## src/rtl/distortion_i2s_out.sv

```systemverilog
// Float32 -> saturated Q1.23 PCM, small FIFO, mono-duplicated I2S serializer.
// Define OUT_ROUND_EN for round-half-away-from-zero conversion instead of truncation.
module distortion_i2s_out #(
    parameter int CLK_DIV    = 4,
    parameter int FIFO_DEPTH = 4
) (
    input  logic                          clk,
    input  logic                          aclr_n,
    input  logic [31:0]                   sample_in,
    input  logic                          sample_valid,
    output logic                          bclk,
    output logic                          lrclk,
    output logic                          sdata,
    output logic [$clog2(FIFO_DEPTH):0]   fill_level,
    output logic                          fifo_overflow,
    output logic                          fifo_underflow
);

    localparam int PW = $clog2(FIFO_DEPTH);
    localparam int CW = (CLK_DIV > 2) ? $clog2(CLK_DIV) : 1;

    typedef enum logic {
        PRIME,
        STREAM
    } state_e;

    function automatic logic [23:0] to_pcm(input logic [31:0] f);
        logic        s;
        logic [7:0]  e;
        logic [22:0] m;
        logic [6:0]  sh;
        logic [24:0] mant;
        logic [24:0] mag;
        s      = f[31];
        e      = f[30:23];
        m      = f[22:0];
        sh     = 7'(8'd127 - e);
        mant   = {2'b01, m};
        mag    = '0;
        to_pcm = '0;
        if (e == 8'hff) begin
            if (m == '0) begin
                to_pcm = s ? 24'h800001 : 24'h7fffff;
            end
        end else if (e == 8'h00) begin
            to_pcm = '0;
        end else if (e >= 8'd127) begin
            to_pcm = s ? 24'h800001 : 24'h7fffff;
        end else begin
`ifdef OUT_ROUND_EN
            if (sh <= 7'd24) begin
                mant = mant + (25'd1 << (sh - 7'd1));
            end
`endif
            mag = mant >> sh;
            // A rounding carry into 2^23 must clip, never reach 0x800000
            if (mag[24] || mag[23]) begin
                to_pcm = s ? 24'h800001 : 24'h7fffff;
            end else begin
                to_pcm = s ? (24'd0 - mag[23:0]) : mag[23:0];
            end
        end
    endfunction

    logic [31:0]   in_q, in_d;
    logic          in_v_q, in_v_d;
    logic [23:0]   pcm_q, pcm_d;
    logic          pcm_v_q, pcm_v_d;
    logic [23:0]   mem_q [FIFO_DEPTH];
    logic [23:0]   mem_d [FIFO_DEPTH];
    logic [PW-1:0] wptr_q, wptr_d;
    logic [PW-1:0] rptr_q, rptr_d;
    logic [PW:0]   cnt_q, cnt_d;
    logic [CW-1:0] clk_cnt_q, clk_cnt_d;
    logic          bclk_q, bclk_d;
    logic          lrclk_q, lrclk_d;
    logic          sdata_q, sdata_d;
    logic [5:0]    bit_cnt_q, bit_cnt_d;
    state_e        state_q, state_d;
    logic [23:0]   held_q, held_d;
    logic          ovf_q, ovf_d;
    logic          unf_q, unf_d;

    logic          wrap, fall, frame_start;
    logic          full, empty, pop, push;
    logic [4:0]    k;
    logic [23:0]   word;

    always_comb begin
        in_d      = sample_valid ? sample_in : in_q;
        in_v_d    = sample_valid;
        pcm_d     = in_v_q ? to_pcm(in_q) : pcm_q;
        pcm_v_d   = in_v_q;
        mem_d     = mem_q;
        wptr_d    = wptr_q;
        rptr_d    = rptr_q;
        clk_cnt_d = clk_cnt_q + CW'(1);
        bclk_d    = bclk_q;
        lrclk_d   = lrclk_q;
        sdata_d   = sdata_q;
        bit_cnt_d = bit_cnt_q;
        state_d   = state_q;
        held_d    = held_q;
        ovf_d     = ovf_q;
        unf_d     = unf_q;

        wrap        = (clk_cnt_q == CW'(CLK_DIV - 1));
        fall        = wrap && bclk_q;
        frame_start = fall && (bit_cnt_q == 6'd63);
        full        = (cnt_q == (PW+1)'(FIFO_DEPTH));
        empty       = (cnt_q == '0);
        word        = (state_q == STREAM) ? held_q : 24'd0;
        k           = 5'(bit_cnt_q + 6'd1);

        if (wrap) begin
            clk_cnt_d = '0;
            bclk_d    = ~bclk_q;
        end
        if (fall) begin
            bit_cnt_d = bit_cnt_q + 6'd1;
            lrclk_d   = bit_cnt_d[5];
            sdata_d   = (k >= 5'd1 && k <= 5'd24) ? word[5'd24 - k] : 1'b0;
        end

        pop = 1'b0;
        if (frame_start) begin
            if (state_q == PRIME) begin
                pop = (cnt_q >= (PW+1)'(2));
            end else begin
                pop = !empty;
                if (empty) begin
                    unf_d = 1'b1;
                end
            end
        end
        if (pop) begin
            held_d  = mem_q[rptr_q];
            rptr_d  = rptr_q + PW'(1);
            state_d = STREAM;
        end

        // A pop on the same edge frees the slot, so full+pop still accepts
        push = pcm_v_q && (!full || pop);
        if (pcm_v_q && !push) begin
            ovf_d = 1'b1;
        end
        if (push) begin
            mem_d[wptr_q] = pcm_q;
            wptr_d        = wptr_q + PW'(1);
        end
        cnt_d = cnt_q + (PW+1)'(push) - (PW+1)'(pop);
    end

    always_ff @(posedge clk or negedge aclr_n) begin
        if (!aclr_n) begin
            in_q      <= '0;
            in_v_q    <= 1'b0;
            pcm_q     <= '0;
            pcm_v_q   <= 1'b0;
            for (int i = 0; i < FIFO_DEPTH; i++) begin
                mem_q[i] <= '0;
            end
            wptr_q    <= '0;
            rptr_q    <= '0;
            cnt_q     <= '0;
            clk_cnt_q <= '0;
            bclk_q    <= 1'b0;
            lrclk_q   <= 1'b1;
            sdata_q   <= 1'b0;
            bit_cnt_q <= 6'd63;
            state_q   <= PRIME;
            held_q    <= '0;
            ovf_q     <= 1'b0;
            unf_q     <= 1'b0;
        end else begin
            in_q      <= in_d;
            in_v_q    <= in_v_d;
            pcm_q     <= pcm_d;
            pcm_v_q   <= pcm_v_d;
            mem_q     <= mem_d;
            wptr_q    <= wptr_d;
            rptr_q    <= rptr_d;
            cnt_q     <= cnt_d;
            clk_cnt_q <= clk_cnt_d;
            bclk_q    <= bclk_d;
            lrclk_q   <= lrclk_d;
            sdata_q   <= sdata_d;
            bit_cnt_q <= bit_cnt_d;
            state_q   <= state_d;
            held_q    <= held_d;
            ovf_q     <= ovf_d;
            unf_q     <= unf_d;
        end
    end

    assign bclk           = bclk_q;
    assign lrclk          = lrclk_q;
    assign sdata          = sdata_q;
    assign fill_level     = cnt_q;
    assign fifo_overflow  = ovf_q;
    assign fifo_underflow = unf_q;

endmodule

```

## config.mk

```make
export PLATFORM = sky130hd
export DESIGN_NAME = distortion_i2s_out
export DESIGN_NICKNAME = d
export VERILOG_FILES = /design/src/rtl/distortion_i2s_out.sv
export SDC_FILE = /design/constraint.sdc
export NUM_CORES = 1
export LEC_CHECK = 0
export ABC_AREA = 1
export CAP_MARGIN = 20
export CORE_ASPECT_RATIO = 0.6
export CORE_MARGIN = 1
export CORE_UTILIZATION = 60
export CTS_CLUSTER_SIZE = 12
export DETAILED_ROUTE_END_ITERATION = 8
export PLACE_DENSITY_LB_ADDON = 0.05
export SLEW_MARGIN = 25
export SYNTH_ARGS = -nofsm -noshare
export SYNTH_HDL_FRONTEND = slang
export SYNTH_SLANG_ARGS = --single-unit
```

## constraint.sdc

```tcl
create_clock -name clk -period 3.1 [get_ports clk]
set_input_delay 0.62 -clock clk [delete_from_list [all_inputs] [get_ports clk]]
set_output_delay 0.62 -clock clk [all_outputs]
set_load 0.005 [all_outputs]
```

==> reports/results.tsv <==
stage	metric	value	unit
global_route	grt_util_met3	11.3	%
critical_path	max_stage_delay	0.50	ns
timing	finalClockSkew	0.0108	ns
critical_path	path_class	reg -> reg	
placed_design	place_hpwl	20.5	mm
timing	drv_slew	0	
synthesis	synth.distinct_cells	52	
floorplanning	core-area	17500	sq um
power	leakage	5.58	nW
timing	period_minus_slack	2.83	ns
floorplanning	die_area	18700	sq um
critical_path	worst_setup_path_start_kind	flop	
timing	hold_viol	0	
power	power	8.30	mW
placed_design	dp_cells	1567	
floorplanning	initial_core_util	62.3	%
global_route	globalRouteMet2Util	41.3	%
timing	rsz0062_at_grt	no	
detailed_routing	route.detailed.drc	0	
detailed_routing	vias_per_cell	5.90	
detailed_routing	wl	29.0	mm
floorplanning	die_w	176	um
critical_path	crit_arrival	3.15	ns
clock_network	post_cts_hold_buffer_count	0	
timing	worst_slew_pin_slew	1.10	ns
synthesis	synth_warnings	0	
global_route	antenna_found_initial	0	
clock_network	clk_pin_slew	0.07	ns
floorplanning	core.rowCount	37	
placed_design	place.gp.congestion	1.02	
run_status	outcome	complete, no violations	
synthesis	avgSynthCellArea	8.12	sq um
detailed_routing	drt_iter0_drc	1146	
flow_run	maxCapViolations	0	
synthesis	ys_ff_latch	198	
layout	diodes	0	
synthesis	yosysSeqAreaShare	45.6	%
critical_path	crit_top_cell	nand2_1	
global_route	grt_max_degree	65	
global_route	grt_pass1_vias	8490	
timing	final_min_period_over_clock_period	91.3	%
clock_network	clockRootBuffer	clkbuf_16	
synthesis	synthCells	1340	
layout	fin_cells	1599	
global_route	grt_pass1_wl	47.2	mm
synthesis	synthArstFlopShare	100	%
critical_path	crit_chain	nand2_1 -> clkinv_1 -> nand2_1 -> inv_1 -> nand3_1 -> nand4_1 -> nor2_1 -> nand4_1 -> o21ai_1 -> nand2_1 -> nand3_1 -> o21ai_1	
layout	syn_to_final_growth	10.3	%
synthesis	synth_nets	1387	
critical_path	worst_setup_path_end_kind	flop	
critical_path	cpMaxStageDelayCell	dfrtp_1	
clock_network	cts_setup_buffers	0	
clock_network	htree_levels	4	
synthesis	synth_flop_cell	dfrtp_1	
synthesis	synthesis.area	10900	sq um
floorplanning	io-pin-count	43	
critical_path	ff2ff_setup_slack	0.27	ns
detailed_routing	firstDrtPassIters	7	
critical_path	crit_required	3.42	ns
clock_network	clock_sinks	198	
layout	layout-drive-gt1-share	13.6	%
detailed_routing	wl_per_cell	18.1	um
clock_network	clk_latency	0.44	ns
timing	finalSetupTns	0	ns
timing	maxSlewHeadroom	26.5	%
detailed_routing	ant_nets	0	
timing	fmax	0.353	GHz
global_route	overflow	0	
power	p_per_area	691	nW/um^2
global_route	top_usage_layer	met1	
global_route	grt_util_met1	54.0	%
layout	final_nets	1399	
global_route	grt_usage	33.1	%
clock_network	cts_buffer_depth	2	
detailed_routing	vias	9427	
power	peakVddDrop	0.000634	V
critical_path	cp_max_fo	11	
floorplanning	die_height	106	um
synthesis	synth_edf_count	0	
timing	final-setup-viol-count	0	
clock_network	cts_tree	yes	
clock_network	cts-buffers-inserted	17	
placed_design	place.port_buffers	42	
layout	fillers	1421	
worst_hold_path	min_path_type	in -> async	
critical path, delay by kind of cell, from the launching register on:
| family | cells | cell delay (ns) |
|---|---|---|
| DFF | 1 | 0.50 |
| buffers and inverters | 2 | 0.45 |
| and+or+nand+nor | 8 | 1.47 |
| AOI/OAI and AO/OA | 2 | 0.29 |
synth_stat cells (19+ instances only):
library cell  count  area share (%)
a21oi_1          83             3.8
a31oi_1          26             1.5
clkbuf_1         32             1.1
dfrtp_1         192              44
inv_1           120             4.1
mux2_2           42             4.3
nand2_1         274             9.5
nand3_1         124             5.7
nand3_2          22             2.0
nand4_1          19             1.1
nor2_1           85             2.9
o21ai_0         145             6.7
layout make-up:
| class | count | area (sq um) | share of cell area, % |
|---|---|---|---|
| multi-input combinational | 930 | 4970 | 41.4 |
| inverter | 135 | 514 | 4.28 |
| timing repair buffer | 70 | 692 | 5.76 |
| tap | 234 | 293 | 2.44 |
| clock inverter | 15 | 144 | 1.20 |
| clock buffer | 17 | 425 | 3.54 |
| sequential | 198 | 4960 | 41.3 |
worst paths after layout:
path,start,endpoint,cells past startpoint
max,in_q[27],pcm_q[23],12
min,aclr_n,in_q[10],1
max reg2reg,in_q[27],pcm_q[23],12
min reg2reg,clk_cnt_q[0],clk_cnt_q[0],1
max in group asynchronous,aclr_n,bit_cnt_q[2],2
min in group clk,clk_cnt_q[0],clk_cnt_q[0],1
registers in the layout (all words and copies together), names as in the netlist:
name / flops
fifo_overflow: 1
wptr_q: 2
fill_level: 3
bclk: 1
in_q: 32
pcm_v_q: 1
rptr_q: 2
clk_cnt_q: 2
in_v_q: 1
lrclk: 1
state_q: 1
fifo_underflow: 1
pcm_q: 24
held_q: 24
sdata: 1
bit_cnt_q: 5
mem_q: 96
stage by stage:
stage | hold WS (ns) | setup WS, ns | instance area [sq um] | util (%)
floorplan | 0.324 | 0.342 | 10900 | -
global placement | 0.430 | 0.352 | 11400 | 65.5
detailed placement | 0.447 | 0.275 | 11400 | 65.5
CTS | 0.174 | 0.261 | 12000 | 68.8
global route | 0.191 | 0.0214 | 12000 | 68.8
finish | 0.164 | 0.269 | 12000 | 68.8
timing repair:
item / CTS / global route
setup endpoints to repair: 0 / 6
endpoints found under the hold margin: 0 / 0
resized for setup: 0 / 1
power breakdown:
group | internal [mW] | switching [mW]
sequential | 3.34 | 0.403
clock | 1.13 | 1.06
combinational | 0.951 | 1.42
total | 5.42 | 2.88
placed cells by master (no fill, tap or decap), types with 4 or more instances in the layout:
master           synthesis  final
a21oi_1                 83     83
a31oi_1                 26     26
buf_12                   1      5
buf_4                   10     23
clkbuf_16                0     17
clkdlybuf4s50_1          0     40
clkinv_2                 0      4
dfrtp_1                192    191
dfstp_2                  6      6
ha_1                    11     11
inv_1                  120    120
inv_2                   12     12
inv_6                    1      5
mux2_2                  42     42
nand2_1                274    274
nand2_2                 17     17
nand3_1                124    124
nand3_2                 22     22
nand4_1                 19     19
nor2_1                  85     85
nor2_2                   6      6
nor2_4                   4      4
o2111ai_1                4      4
o21a_1                   4      4
o21ai_0                145    145
o21ai_1                 17     17
o22ai_1                  6      6
xor2_1                   8      8
cell families (layout without fill, tap and decap cells):
logic type | after synthesis | after routing | synth area share (%)
DFF | 198 | 198 | 45.6
buffers and inverters | 212 | 237 | 8.69
muxes | 42 | 42 | 4.35
xor gates and xnor gates | 10 | 10 | 0.805
adders and majority gates | 12 | 12 | 1.45
and+or+nand+nor | 562 | 562 | 23.8
AOI/OAI and AO/OA | 304 | 304 | 15.3
layer usage:
metal	up-vias	part of all wire [%]
met5	-	0
met1	4496	50
li1	4489	-
met4	0	0.64
met2	420	38
met3	22	11
Note: power is estimated with default switching activity, not from simulation.
